===== src/rtl/seq_addsub_unit_if.sv =====
// Handshake and data bundle for the sequential add/subtract unit.
// master: requester (start/abort/op/a/b/k); slave: the unit (busy/done/result/flag/err).
interface seq_addsub_unit_if #(
    parameter int WIDTH = 16,
    parameter int KW    = 4
);
    logic             start;
    logic             abort;
    logic [1:0]       op;
    logic [WIDTH-1:0] a;
    logic [WIDTH-1:0] b;
    logic [KW-1:0]    k;
    logic             busy;
    logic             done;
    logic [WIDTH-1:0] result;
    logic             flag;
    logic             err;

    modport master (
        output start, abort, op, a, b, k,
        input  busy, done, result, flag, err
    );

    modport slave (
        input  start, abort, op, a, b, k,
        output busy, done, result, flag, err
    );
endinterface


===== src/rtl/seq_addsub_unit.sv =====
// Sequential add / subtract / repeated-subtract unit (IDLE -> CALC -> DONE).
// Ports: clk, rst_n (async active-low), bus (slave modport of seq_addsub_unit_if).
module seq_addsub_unit #(
    parameter int WIDTH = 16,
    parameter int KW    = 4
) (
    input  logic              clk,
    input  logic              rst_n,
    seq_addsub_unit_if.slave  bus
);
    typedef enum logic [1:0] {
        S_IDLE,
        S_CALC,
        S_DONE
    } state_t;

    state_t           r_state;
    logic [1:0]       r_op;
    logic [WIDTH-1:0] r_a;
    logic [WIDTH-1:0] r_acc;
    logic [KW-1:0]    r_cnt;
    logic             r_sbrw;
    logic             r_busy;
    logic             r_done;
    logic [WIDTH-1:0] r_result;
    logic             r_flag;
    logic             r_err;

    logic [WIDTH:0]   w_sum;
    logic [WIDTH-1:0] w_dif;
    logic             w_brw;

    assign w_sum = {1'b0, r_acc} + {1'b0, r_a};
    assign w_dif = r_acc - r_a;
    assign w_brw = (r_a > r_acc);

    assign bus.busy   = r_busy;
    assign bus.done   = r_done;
    assign bus.result = r_result;
    assign bus.flag   = r_flag;
    assign bus.err    = r_err;

    always_ff @(posedge clk or negedge rst_n) begin
        if (!rst_n) begin
            r_state  <= S_IDLE;
            r_op     <= 2'b00;
            r_a      <= '0;
            r_acc    <= '0;
            r_cnt    <= '0;
            r_sbrw   <= 1'b0;
            r_busy   <= 1'b0;
            r_done   <= 1'b0;
            r_result <= '0;
            r_flag   <= 1'b0;
            r_err    <= 1'b0;
        end else begin
            unique case (r_state)
                S_IDLE: begin
                    r_done <= 1'b0;
                    // abort has no meaning here; start alone decides
                    if (bus.start) begin
                        r_op   <= bus.op;
                        r_a    <= bus.a;
                        r_acc  <= bus.b;
                        r_sbrw <= 1'b0;
                        r_cnt  <= (bus.op == 2'b10) ? bus.k : KW'(1);
                        r_busy <= 1'b1;
                        r_state <= S_CALC;
                    end
                end

                S_CALC: begin
                    if (bus.abort) begin
                        r_busy  <= 1'b0;
                        r_state <= S_IDLE;
                    end else begin
                        unique case (r_op)
                            2'b00: begin
                                r_result <= w_sum[WIDTH-1:0];
                                r_flag   <= w_sum[WIDTH];
                                r_err    <= 1'b0;
                                r_busy   <= 1'b0;
                                r_done   <= 1'b1;
                                r_state  <= S_DONE;
                            end
                            2'b01: begin
                                r_result <= w_dif;
                                r_flag   <= w_brw;
                                r_err    <= 1'b0;
                                r_busy   <= 1'b0;
                                r_done   <= 1'b1;
                                r_state  <= S_DONE;
                            end
                            2'b10: begin
                                if (r_cnt == '0) begin
                                    // k = 0: pass B through untouched
                                    r_result <= r_acc;
                                    r_flag   <= 1'b0;
                                    r_err    <= 1'b0;
                                    r_busy   <= 1'b0;
                                    r_done   <= 1'b1;
                                    r_state  <= S_DONE;
                                end else if (r_cnt == KW'(1)) begin
                                    // last step folds its own borrow in
                                    r_result <= w_dif;
                                    r_flag   <= r_sbrw | w_brw;
                                    r_err    <= 1'b0;
                                    r_busy   <= 1'b0;
                                    r_done   <= 1'b1;
                                    r_state  <= S_DONE;
                                end else begin
                                    r_acc  <= w_dif;
                                    r_sbrw <= r_sbrw | w_brw;
                                    r_cnt  <= r_cnt - KW'(1);
                                end
                            end
                            default: begin
                                r_result <= '0;
                                r_flag   <= 1'b0;
                                r_err    <= 1'b1;
                                r_busy   <= 1'b0;
                                r_done   <= 1'b1;
                                r_state  <= S_DONE;
                            end
                        endcase
                    end
                end

                S_DONE: begin
                    r_done  <= 1'b0;
                    r_state <= S_IDLE;
                end

                default: begin
                    r_busy  <= 1'b0;
                    r_done  <= 1'b0;
                    r_state <= S_IDLE;
                end
            endcase
        end
    end
endmodule


===== src/flat_wrapper.sv =====
// flat-port wrapper written by rule: the top's interface ports become plain ports
module seq_addsub_unit_flat 
#(
    parameter int WIDTH = 16,
    parameter int KW    = 4
)
  (clk, rst_n, bus_start, bus_abort, bus_op, bus_a, bus_b, bus_k, bus_busy, bus_done, bus_result, bus_flag, bus_err);
  seq_addsub_unit_if #(.WIDTH(WIDTH), .KW(KW)) bus_i ();
  input  logic clk;
  input  logic rst_n;
  input wire logic [$bits(bus_i.start)-1:0] bus_start;
  input wire logic [$bits(bus_i.abort)-1:0] bus_abort;
  input wire logic [$bits(bus_i.op)-1:0] bus_op;
  input wire logic [$bits(bus_i.a)-1:0] bus_a;
  input wire logic [$bits(bus_i.b)-1:0] bus_b;
  input wire logic [$bits(bus_i.k)-1:0] bus_k;
  output wire logic [$bits(bus_i.busy)-1:0] bus_busy;
  output wire logic [$bits(bus_i.done)-1:0] bus_done;
  output wire logic [$bits(bus_i.result)-1:0] bus_result;
  output wire logic [$bits(bus_i.flag)-1:0] bus_flag;
  output wire logic [$bits(bus_i.err)-1:0] bus_err;
  assign bus_i.start = bus_start;
  assign bus_i.abort = bus_abort;
  assign bus_i.op = bus_op;
  assign bus_i.a = bus_a;
  assign bus_i.b = bus_b;
  assign bus_i.k = bus_k;
  assign bus_busy = bus_i.busy;
  assign bus_done = bus_i.done;
  assign bus_result = bus_i.result;
  assign bus_flag = bus_i.flag;
  assign bus_err = bus_i.err;
  seq_addsub_unit #(.WIDTH(WIDTH), .KW(KW)) u_core (.clk(clk), .rst_n(rst_n), .bus(bus_i));
endmodule

===== config.mk =====
export PLATFORM = sky130hd
export DESIGN_NAME = seq_addsub_unit_flat
export DESIGN_NICKNAME = d
export VERILOG_FILES = /design/src/rtl/seq_addsub_unit_if.sv /design/src/rtl/seq_addsub_unit.sv /design/src/flat_wrapper.sv
export SDC_FILE = /design/constraint.sdc
export NUM_CORES = 1
export LEC_CHECK = 0
export CORE_ASPECT_RATIO = 0.8
export CORE_MARGIN = 5
export CORE_UTILIZATION = 60
export CTS_CLUSTER_SIZE = 12
export DETAILED_ROUTE_END_ITERATION = 8
export DONT_BUFFER_PORTS = 1
export PLACE_DENSITY = 0.82
export SLEW_MARGIN = 20
export SYNTH_ARGS = -nofsm -noshare
export SYNTH_HDL_FRONTEND = slang
export SYNTH_SLANG_ARGS = --single-unit

===== constraint.sdc =====
create_clock -name clk -period 4 [get_ports clk]
set_input_delay 0.8 -clock clk [delete_from_list [all_inputs] [get_ports clk]]
set_output_delay 0.8 -clock clk [all_outputs]
set_load 0.02 [all_outputs]

## After elaboration in Yosys (flattened, before gate mapping)

Index checks and enable logic that the tools add are counted.

- Multipliers: 0
- Order comparisons: 1
- Equal/unequal tests: 14
- Mux-type cells: 43
- Shift operators: 0
- Bitwise logic cells: 3
- Add/sub/neg operators: 3
- Div/mod/pow operators: 0
- Reductions and logical operators: 11

Operators with widths:

| kind | number |
|---|---|
| 2-to-1 mux 16 bit | 7 |
| case mux 16 bit (3 select lines) | 1 |
| case mux 16 bit (2 select lines) | 1 |
| 2-to-1 mux 4 bit | 6 |
| adder 16 x 16 -> 17 bit | 1 |
| 2-to-1 mux 1 bit | 17 |
| > comparator 16 bit | 1 |
| subtractor 16 bit | 1 |
| 2-to-1 mux 2 bit | 5 |
| inequality test 2 bit, second input constant | 4 |
| case mux 4 bit (2 select lines) | 1 |
| == test 2 bit, second input constant | 3 |
| case mux 1 bit (3 select lines) | 2 |
| AND reduction 2 bit | 3 |
| AND reduction 3 bit | 2 |
| AND reduction 6 bit | 1 |
| inequality test 5 x 3 -> 1 bit, second input constant | 1 |
| == test 2 x 1 -> 1 bit, second input constant | 2 |
| == test 4 x 1 -> 1 bit, second input constant | 1 |
| logical NOT 2 bit | 2 |
| logical NOT 4 bit | 1 |
| inequality test 4 x 2 -> 1 bit, second input constant | 1 |
| case mux 1 bit (2 select lines) | 2 |
| case mux 2 bit (2 select lines) | 1 |
| 7 further kinds | 8 |

- Memories: 0
- Output and inout port bits: 20
- ROM bits: 0
- Bits in latches: 0
- RAM bits: 0
- Bits in registers: 61
- Logic and storage cells: 86
- Input port bits: 42

## Depth between registers and ports, before layout

Gate-level depths: netlist of run 1.

- Depth after elaboration: 7
- Mapped depth: 12
- Depth with buffers taken out: 12

## Worst setup path before layout of run 1

Ideal clock, no wire load.

- Path kind: register to register
- From: register u_core.r_acc[0]
- To: register u_core.r_result[14], in the netlist u_core.bus.result[14]
- Setup slack: 1.316 ns
- Data arrival time: 2.558 ns
- Cell stages (with the launch flop): 13
- Period minus slack after synthesis: 2.684 ns
- Setup time: 0.126 ns
- Cells stage by stage: dfrtp_1 > inv_1 > ha_1 > inv_1 > fa_1 > a21oi_1 > o211ai_1 > nand2_1 > a21oi_1 > a21oi_1 > o21ai_0 > a221o_1 > a221o_1

- Word-level cells in the longest chain between the ends: 4
- Elaborated cells between the ends (all ways): 5
- Classes of those cells: 2 x add/sub; 3 x mux

RTL lines:

| what | RTL line | RTL |
|---|---|---|
| start, declared | seq_addsub_unit.sv:20 | `logic [WIDTH-1:0] r_acc;` |
| start signal, assigned | seq_addsub_unit.sv:64 | `r_acc <= bus.b;` |
| start signal, assigned | seq_addsub_unit.sv:112 | `r_acc <= w_dif;` |
| subtractor 16 bit | seq_addsub_unit.sv:34 | `assign w_dif = r_acc - r_a;` |
| 2-to-1 mux 16 bit | seq_addsub_unit.sv:103 | `end else if (r_cnt == KW'(1)) begin` |
| 2-to-1 mux 16 bit | seq_addsub_unit.sv:95 | `if (r_cnt == '0) begin` |
| case mux 16 bit (3 select lines) * | seq_addsub_unit.sv:77 | `unique case (r_op)` |
| end signal, assigned | seq_addsub_unit.sv:79 | `r_result <= w_sum[WIDTH-1:0];` |
| end signal, assigned | seq_addsub_unit.sv:97 | `r_result <= r_acc;` |
| end signal, assigned | seq_addsub_unit.sv:105 | `r_result <= w_dif;` |
| end, declared | seq_addsub_unit.sv:25 | `logic [WIDTH-1:0] r_result;` |

Every way passes the cells marked *; elsewhere a longest branch is shown, timed or not. The select of a mux whose other input is x is not followed.
A chain may end at the register's enable or synchronous reset.

## Worst setup path after layout of run 1

Same ends and word-level chain as after synthesis.

==> results of run 1 <==
## registers in the layout (all words and copies together) (netlist names)
| register | count |
|---|---|
| u_core.bus.busy | 1 |
| u_core.bus.done | 1 |
| u_core.bus.err | 1 |
| u_core.bus.flag | 1 |
| u_core.bus.result | 16 |
| u_core.r_a | 16 |
| u_core.r_acc | 16 |
| u_core.r_cnt | 4 |
| u_core.r_op | 2 |
| u_core.r_sbrw | 1 |
| u_core.r_state | 2 |
## per-layer routing
metal  routed length, µm  vias up
li1                    -     1916
met1                5590     1907
met2                5410      205
met3                1370       15
met4                 140        0
met5                   0        -
## logic make-up (layout without fill, tap and decap cells)
kind of cell / after synthesis / after routing / share of synthesized area
xor gates and xnor gates: 23 / 23 / 0.0457
DFF: 61 / 61 / 0.346
AOI/OAI and AO/OA: 174 / 174 / 0.246
buffers and inverters: 69 / 65 / 0.0683
muxes: 1 / 1 / 0.00255
adders and majority gates: 37 / 37 / 0.108
and+or+nand+nor: 182 / 182 / 0.183
## per-stage QoR
stage	hold slack, ns	cells
after floorplan	0.451	547
after global placement	0.478	619
after detailed placement	0.491	619
after CTS	0.132	633
after global routing	0.125	633
final	0.141	633
## area by class of cell
| cell class | count | area (µm²) | share of cell area |
|---|---|---|---|
| Timing Repair Buffer | 9 | 67.6 | 0.0146 |
| Tap cell | 90 | 113 | 0.0244 |
| Sequential cell | 61 | 1530 | 0.330 |
| Clock buffer | 12 | 155 | 0.0336 |
| Inverter | 42 | 158 | 0.0341 |
| Clock inverter | 2 | 10.0 | 0.00217 |
| Multi-Input combinational cell | 417 | 2590 | 0.561 |
## critical path, stage by stage, from the launching register on
cell and delay, ns:
dfrtp_1 0.40, inv_1 0.12, ha_1 0.16, inv_1 0.06
fa_1 0.46, a21oi_1 0.22, o211ai_1 0.18, nand2_1 0.10
a21oi_1 0.09, a21oi_1 0.25, o21ai_0 0.21, a221o_1 0.35
a221o_1 0.31
## placed cells by master (no fill, tap or decap), types with 2 or more instances in the layout
master / instances
a2111oi_0: 2
o31ai_1: 3
a221o_1: 2
clkinv_2: 2
nor4_1: 2
o31a_1: 2
a31oi_1: 13
fa_1: 2
and3_1: 4
nand2_1: 75
a211oi_1: 6
and2_1: 3
o21ai_0: 46
nor3b_1: 2
ha_1: 35
nor2_2: 2
nand2b_1: 9
o211ai_1: 9
xnor2_1: 20
buf_4: 9
clkbuf_8: 11
xor2_1: 3
o221ai_1: 6
a21o_1: 4
nor3_1: 13
a21oi_1: 51
o22ai_1: 6
dfrtp_1: 61
nor2_1: 51
a221oi_1: 7
nand3_1: 9
nor2b_1: 4
inv_1: 41
o21bai_1: 2
o21a_1: 4
## worst max path at each step
stage	cells past startpoint	slack, ns	end	startpoint
after global placement	12	1.14	u_core.bus.result[14]	u_core.r_acc[0]
after detailed placement	12	1.06	u_core.bus.result[14]	u_core.r_acc[0]
after global routing	12	0.76	u_core.bus.result[14]	u_core.r_acc[0]
after CTS	12	1.04	u_core.bus.result[14]	u_core.r_acc[0]
final	12	0.99	u_core.bus.result[14]	u_core.r_acc[0]
after floorplan	12	1.32	u_core.bus.result[14]	u_core.r_acc[0]
==> impl_metrics.csv, run 1 <==
group,metric,value,unit
route,drc,0,
sta,tns,0,ns
setup_path,worst-r2r-setup-slack,0.99,ns
die,rows,28,
sta,fmax,0.332,GHz
clock_tree,clock-sinks,61,
yosys,synth_area_leaders,"dfrtp_1 35%, ha_1 9.9%, nand2_1 6.4%",
cells_and_area,post-route-util,0.634,
setup_path,reg2reg_to,"u_core.bus.result[14]",
cells_and_area,fill_cells,640,
yosys,synth_area,4410,µm²
yosys,yosysTopAreaCellShare,0.346,
die,die_y,86.7,µm
global_route,use_met2,0.428,
yosys,synthArstFlopShare,1.00,
clock_tree,cts-htree-levels,3,
die,die_area,9180,µm²
yosys,synth_ff_type,"dfrtp_1",
setup_path,cp.required,4.23,ns
sta,rsz0062_at_grt,"false",
yosys,yosys.area.top_type,"dfrtp_1",
route,vias,4043,
sta,hold_violations,0,
setup_path,worstSetupPathType,"reg2reg",
global_route,met1_usage,0.416,
status,status,"complete, no violations",
yosys,synthesis.nets,626,
sta,setup_violations,0,
setup_path,end_kind,"register",
clock_tree,numCtsBuffers,9,
place,hpwl,9230,µm
global_route,use_met3,0.0663,
route,drt-vias-per-instance,6.39,
global_route,grt_remaining_overflow,0,
yosys,syn_area_per_cell,8.07,µm²
sta,max_slew_margin,0.479,
sta,worst_slack,0.987,ns
sta,post-route-period-util,0.753,
global_route,grt_max_degree,62,
cells_and_area,nets,619,
setup_path,r2r-start,"u_core.r_acc[0]",
global_route,grt_pass1_vias,3859,
clock_tree,clockBufferDepth,2,
place,port_buffers,0,
setup_path,crit_fanout,3,
route,drtAntennaViolNets,0,
setup_path,cp.arrival,3.24,ns
clock_tree,root_buffer,"clkbuf_8",
cells_and_area,area_delta_synth_final,4.74,%
yosys,ys_seq_elements,61,
yosys,seq_area_frac_synth,0.346,
die,start_util,0.605,
route,wire_per_inst,19.8,µm
place,place_area,4450,µm²
clock_tree,holdBufCountCts,0,
cells_and_area,antenna_cells,0,
die,fp.coreArea,7290,µm²
clock_tree,worstSkewPairLatency,0.35,ns
global_route,gr-max-usage-layer,"met2",
yosys,synthDistinctLibCells,57,
yosys,yosys-top-cells-count,"75 x nand2_1, 61 x dfrtp_1, 52 x nor2_1",
cells_and_area,stdcell_area,4620,µm²
route,drt_iter0_drc,419,
global_route,grt_pass1_wl,20200,µm
die,ioPinCount,62,
clock_tree,cts_tree,"done",
yosys,synth_edf_count,0,
sta,skew,0.00937,ns
clock_tree,post_cts_buffers,0,
cells_and_area,drive_above_1_share,0.0589,
place,post-place-ws,1.06,ns
place,gp_congestion,1.02,
global_route,grt_usage,0.284,
global_route,antenna_found_initial,0,
setup_path,reg2reg_depth,12,
run,max_cap_violations,0,
yosys,synth_most_common_cell,"nand2_1",
route,drt_wl_total,12500,µm
yosys,netlist_instances,547,
yosys,synth_warnings,0,
setup_path,cp-start-kind,"register",
die,fp.dieW,106,µm
route,firstDrtPassIters,5,
worst_hold_path,hold_class,"in2async",
sta,slew_viol_final,0,
clock_tree,cts_resized,0,
sta,worst_slew_pin_slew,0.776,ns
clock_tree,clkTransAtPathRegs,0.07,ns
sta,period_needed,3.01,ns
Power of run 1 is not shown: default switching activity piles up to over one toggle a cycle in this logic, so the estimate is an artifact.
==> run 2, diff against run 1 <==
Clock period 4 ns to 2.8 ns, I/O delays scaled along.
==> impl_metrics.csv, run 2 (synthesized netlist as in run 1, its figures left out) <==
group,metric,value,unit
clock_tree,clockBufferDepth,2,
setup_path,cp.required,3.03,ns
setup_path,crit_fanout,7,
die,fp.dieW,106,µm
sta,slew_viol_final,0,
die,die_y,86.7,µm
clock_tree,worstSkewPairLatency,0.35,ns
setup_path,reg2reg_depth,9,
clock_tree,cts-htree-levels,3,
die,start_util,0.605,
status,status,"complete, no violations",
setup_path,worstSetupPathType,"reg2reg",
setup_path,critPathSlowestCell,"or4_4",
clock_tree,clkTransAtPathRegs,0.07,ns
clock_tree,cts_tree,"done",
run,max_cap_violations,0,
route,drt_iter0_drc,314,
route,vias,4172,
sta,post-route-period-util,0.967,
clock_tree,clock-sinks,61,
route,drtAntennaViolNets,0,
setup_path,slowest_delay,0.55,ns
setup_path,reg2reg_to,"u_core.bus.result[14]",
setup_path,worst-r2r-setup-slack,0.09,ns
global_route,grt_max_degree,62,
die,die_area,9180,µm²
route,drt-vias-per-instance,6.33,
global_route,antenna_found_initial,0,
setup_path,cp_top_family,"compound AO/OA/AOI/OAI gates",
cells_and_area,nets,645,
route,drt_wl_total,12700,µm
global_route,met1_usage,0.398,
clock_tree,numCtsBuffers,9,
sta,period_needed,2.71,ns
route,firstDrtPassIters,5,
sta,setup_violations,0,
cells_and_area,area_delta_synth_final,10.3,%
place,hpwl,9320,µm
cells_and_area,layout_commonest_cell,"nand2_1",
setup_path,r2r-start,"u_core.r_acc[9]",
die,rows,28,
sta,hold_violations,0,
cells_and_area,drive_above_1_share,0.111,
route,drc,0,
setup_path,cp.arrival,2.94,ns
sta,worst_slew_pin_slew,0.645,ns
setup_path,path_cells,"ha_2 > or4_4 > nor2_2 > a32o_1 > a31o_2 > o221ai_2 > and2_4 > a221o_1 > a221o_1",
setup_path,crit_top_cell,"a221o_1",
setup_path,cp-start-kind,"register",
setup_path,path_buf_inv,0,
worst_hold_path,hold_class,"in2async",
die,fp.coreArea,7290,µm²
place,port_buffers,0,
cells_and_area,final_cell_mix,"75 x nand2_1, 61 x dfrtp_1, 52 x nor2_1",
route,wire_per_inst,19.2,µm
clock_tree,root_buffer,"clkbuf_8",
global_route,grt_pass1_vias,3892,
global_route,grt_pass1_wl,20300,µm
cells_and_area,antenna_cells,0,
place,gp_congestion,0.994,
place,post-place-ws,-0.0296,ns
sta,fmax,0.369,GHz
global_route,gr-max-usage-layer,"met2",
sta,max_slew_margin,0.566,
die,ioPinCount,62,
global_route,grt_remaining_overflow,0,
sta,skew,0.00926,ns
sta,worst_slack,0.0926,ns
setup_path,end_kind,"register",
global_route,grt_usage,0.284,
global_route,use_met3,0.0804,
global_route,use_met2,0.429,
==> run 2: through the flow <==
step                      cell area (µm²)  hold slack, ns  TNS [ns]  std cells   util
after global routing                 4870          0.0916   -0.0234        659  0.668
after global placement               4630           0.266         0        642  0.635
after detailed placement             4630           0.266   -0.0296        642  0.635
after floorplan                      4410           0.264         0        547      -
final                                4870          0.0823         0        659  0.668
after CTS                            4830          0.0882         0        658  0.663
==> run 2: worst reg2reg max path, stage by stage (launching register included) <==
cell,delay (ns)
dfrtp_1,0.42
ha_2,0.35
or4_4,0.55
nor2_2,0.10
a32o_1,0.13
a31o_2,0.13
o221ai_2,0.11
and2_4,0.17
a221o_1,0.32
a221o_1,0.31
==> run 2: how the worst max path moves through the flow <==
| stage | to | cells past startpoint | from | slack [ns] |
|---|---|---|---|---|
| after floorplan | u_core.bus.result[14] | 12 | u_core.r_acc[0] | 0.12 |
| after global placement | u_core.bus.result[14] | 12 | u_core.r_acc[0] | 0.08 |
| after detailed placement | u_core.bus.result[14] | 12 | u_core.r_acc[0] | -0.03 |
| after CTS | u_core.bus.result[14] | 12 | u_core.r_acc[0] | 0.01 |
| after global routing | u_core.bus.result[14] | 12 | u_core.r_acc[0] | -0.02 |
| final | u_core.bus.result[14] | 9 | u_core.r_acc[9] | 0.09 |
==> run 2: final cells by class <==
class | instances | area [µm²]
clock buffer | 12 | 155
sequential | 61 | 1530
multi-input combinational | 417 | 2620
inverter | 42 | 158
timing repair buffer | 35 | 283
tap | 90 | 113
clock inverter | 2 | 10.0
fill | 652 | 2420
==> run 2: per-layer routing <==
layer	wire length (µm)	up-vias	part of all wire
li1	-	1951	-
met1	5780	1991	0.46
met2	5460	205	0.43
met3	1230	25	0.097
met4	220	0	0.017
met5	0	-	0
==> run 2: repair_timing <==
item	in CTS	in global routing
setup buffers	1	1
pin swaps	2	5
resized for setup	1	9
endpoints found under the hold margin	61	0
endpoints found under the setup margin	2	6
hold buffers	1	0
Power of run 2 is left out for the same reason.
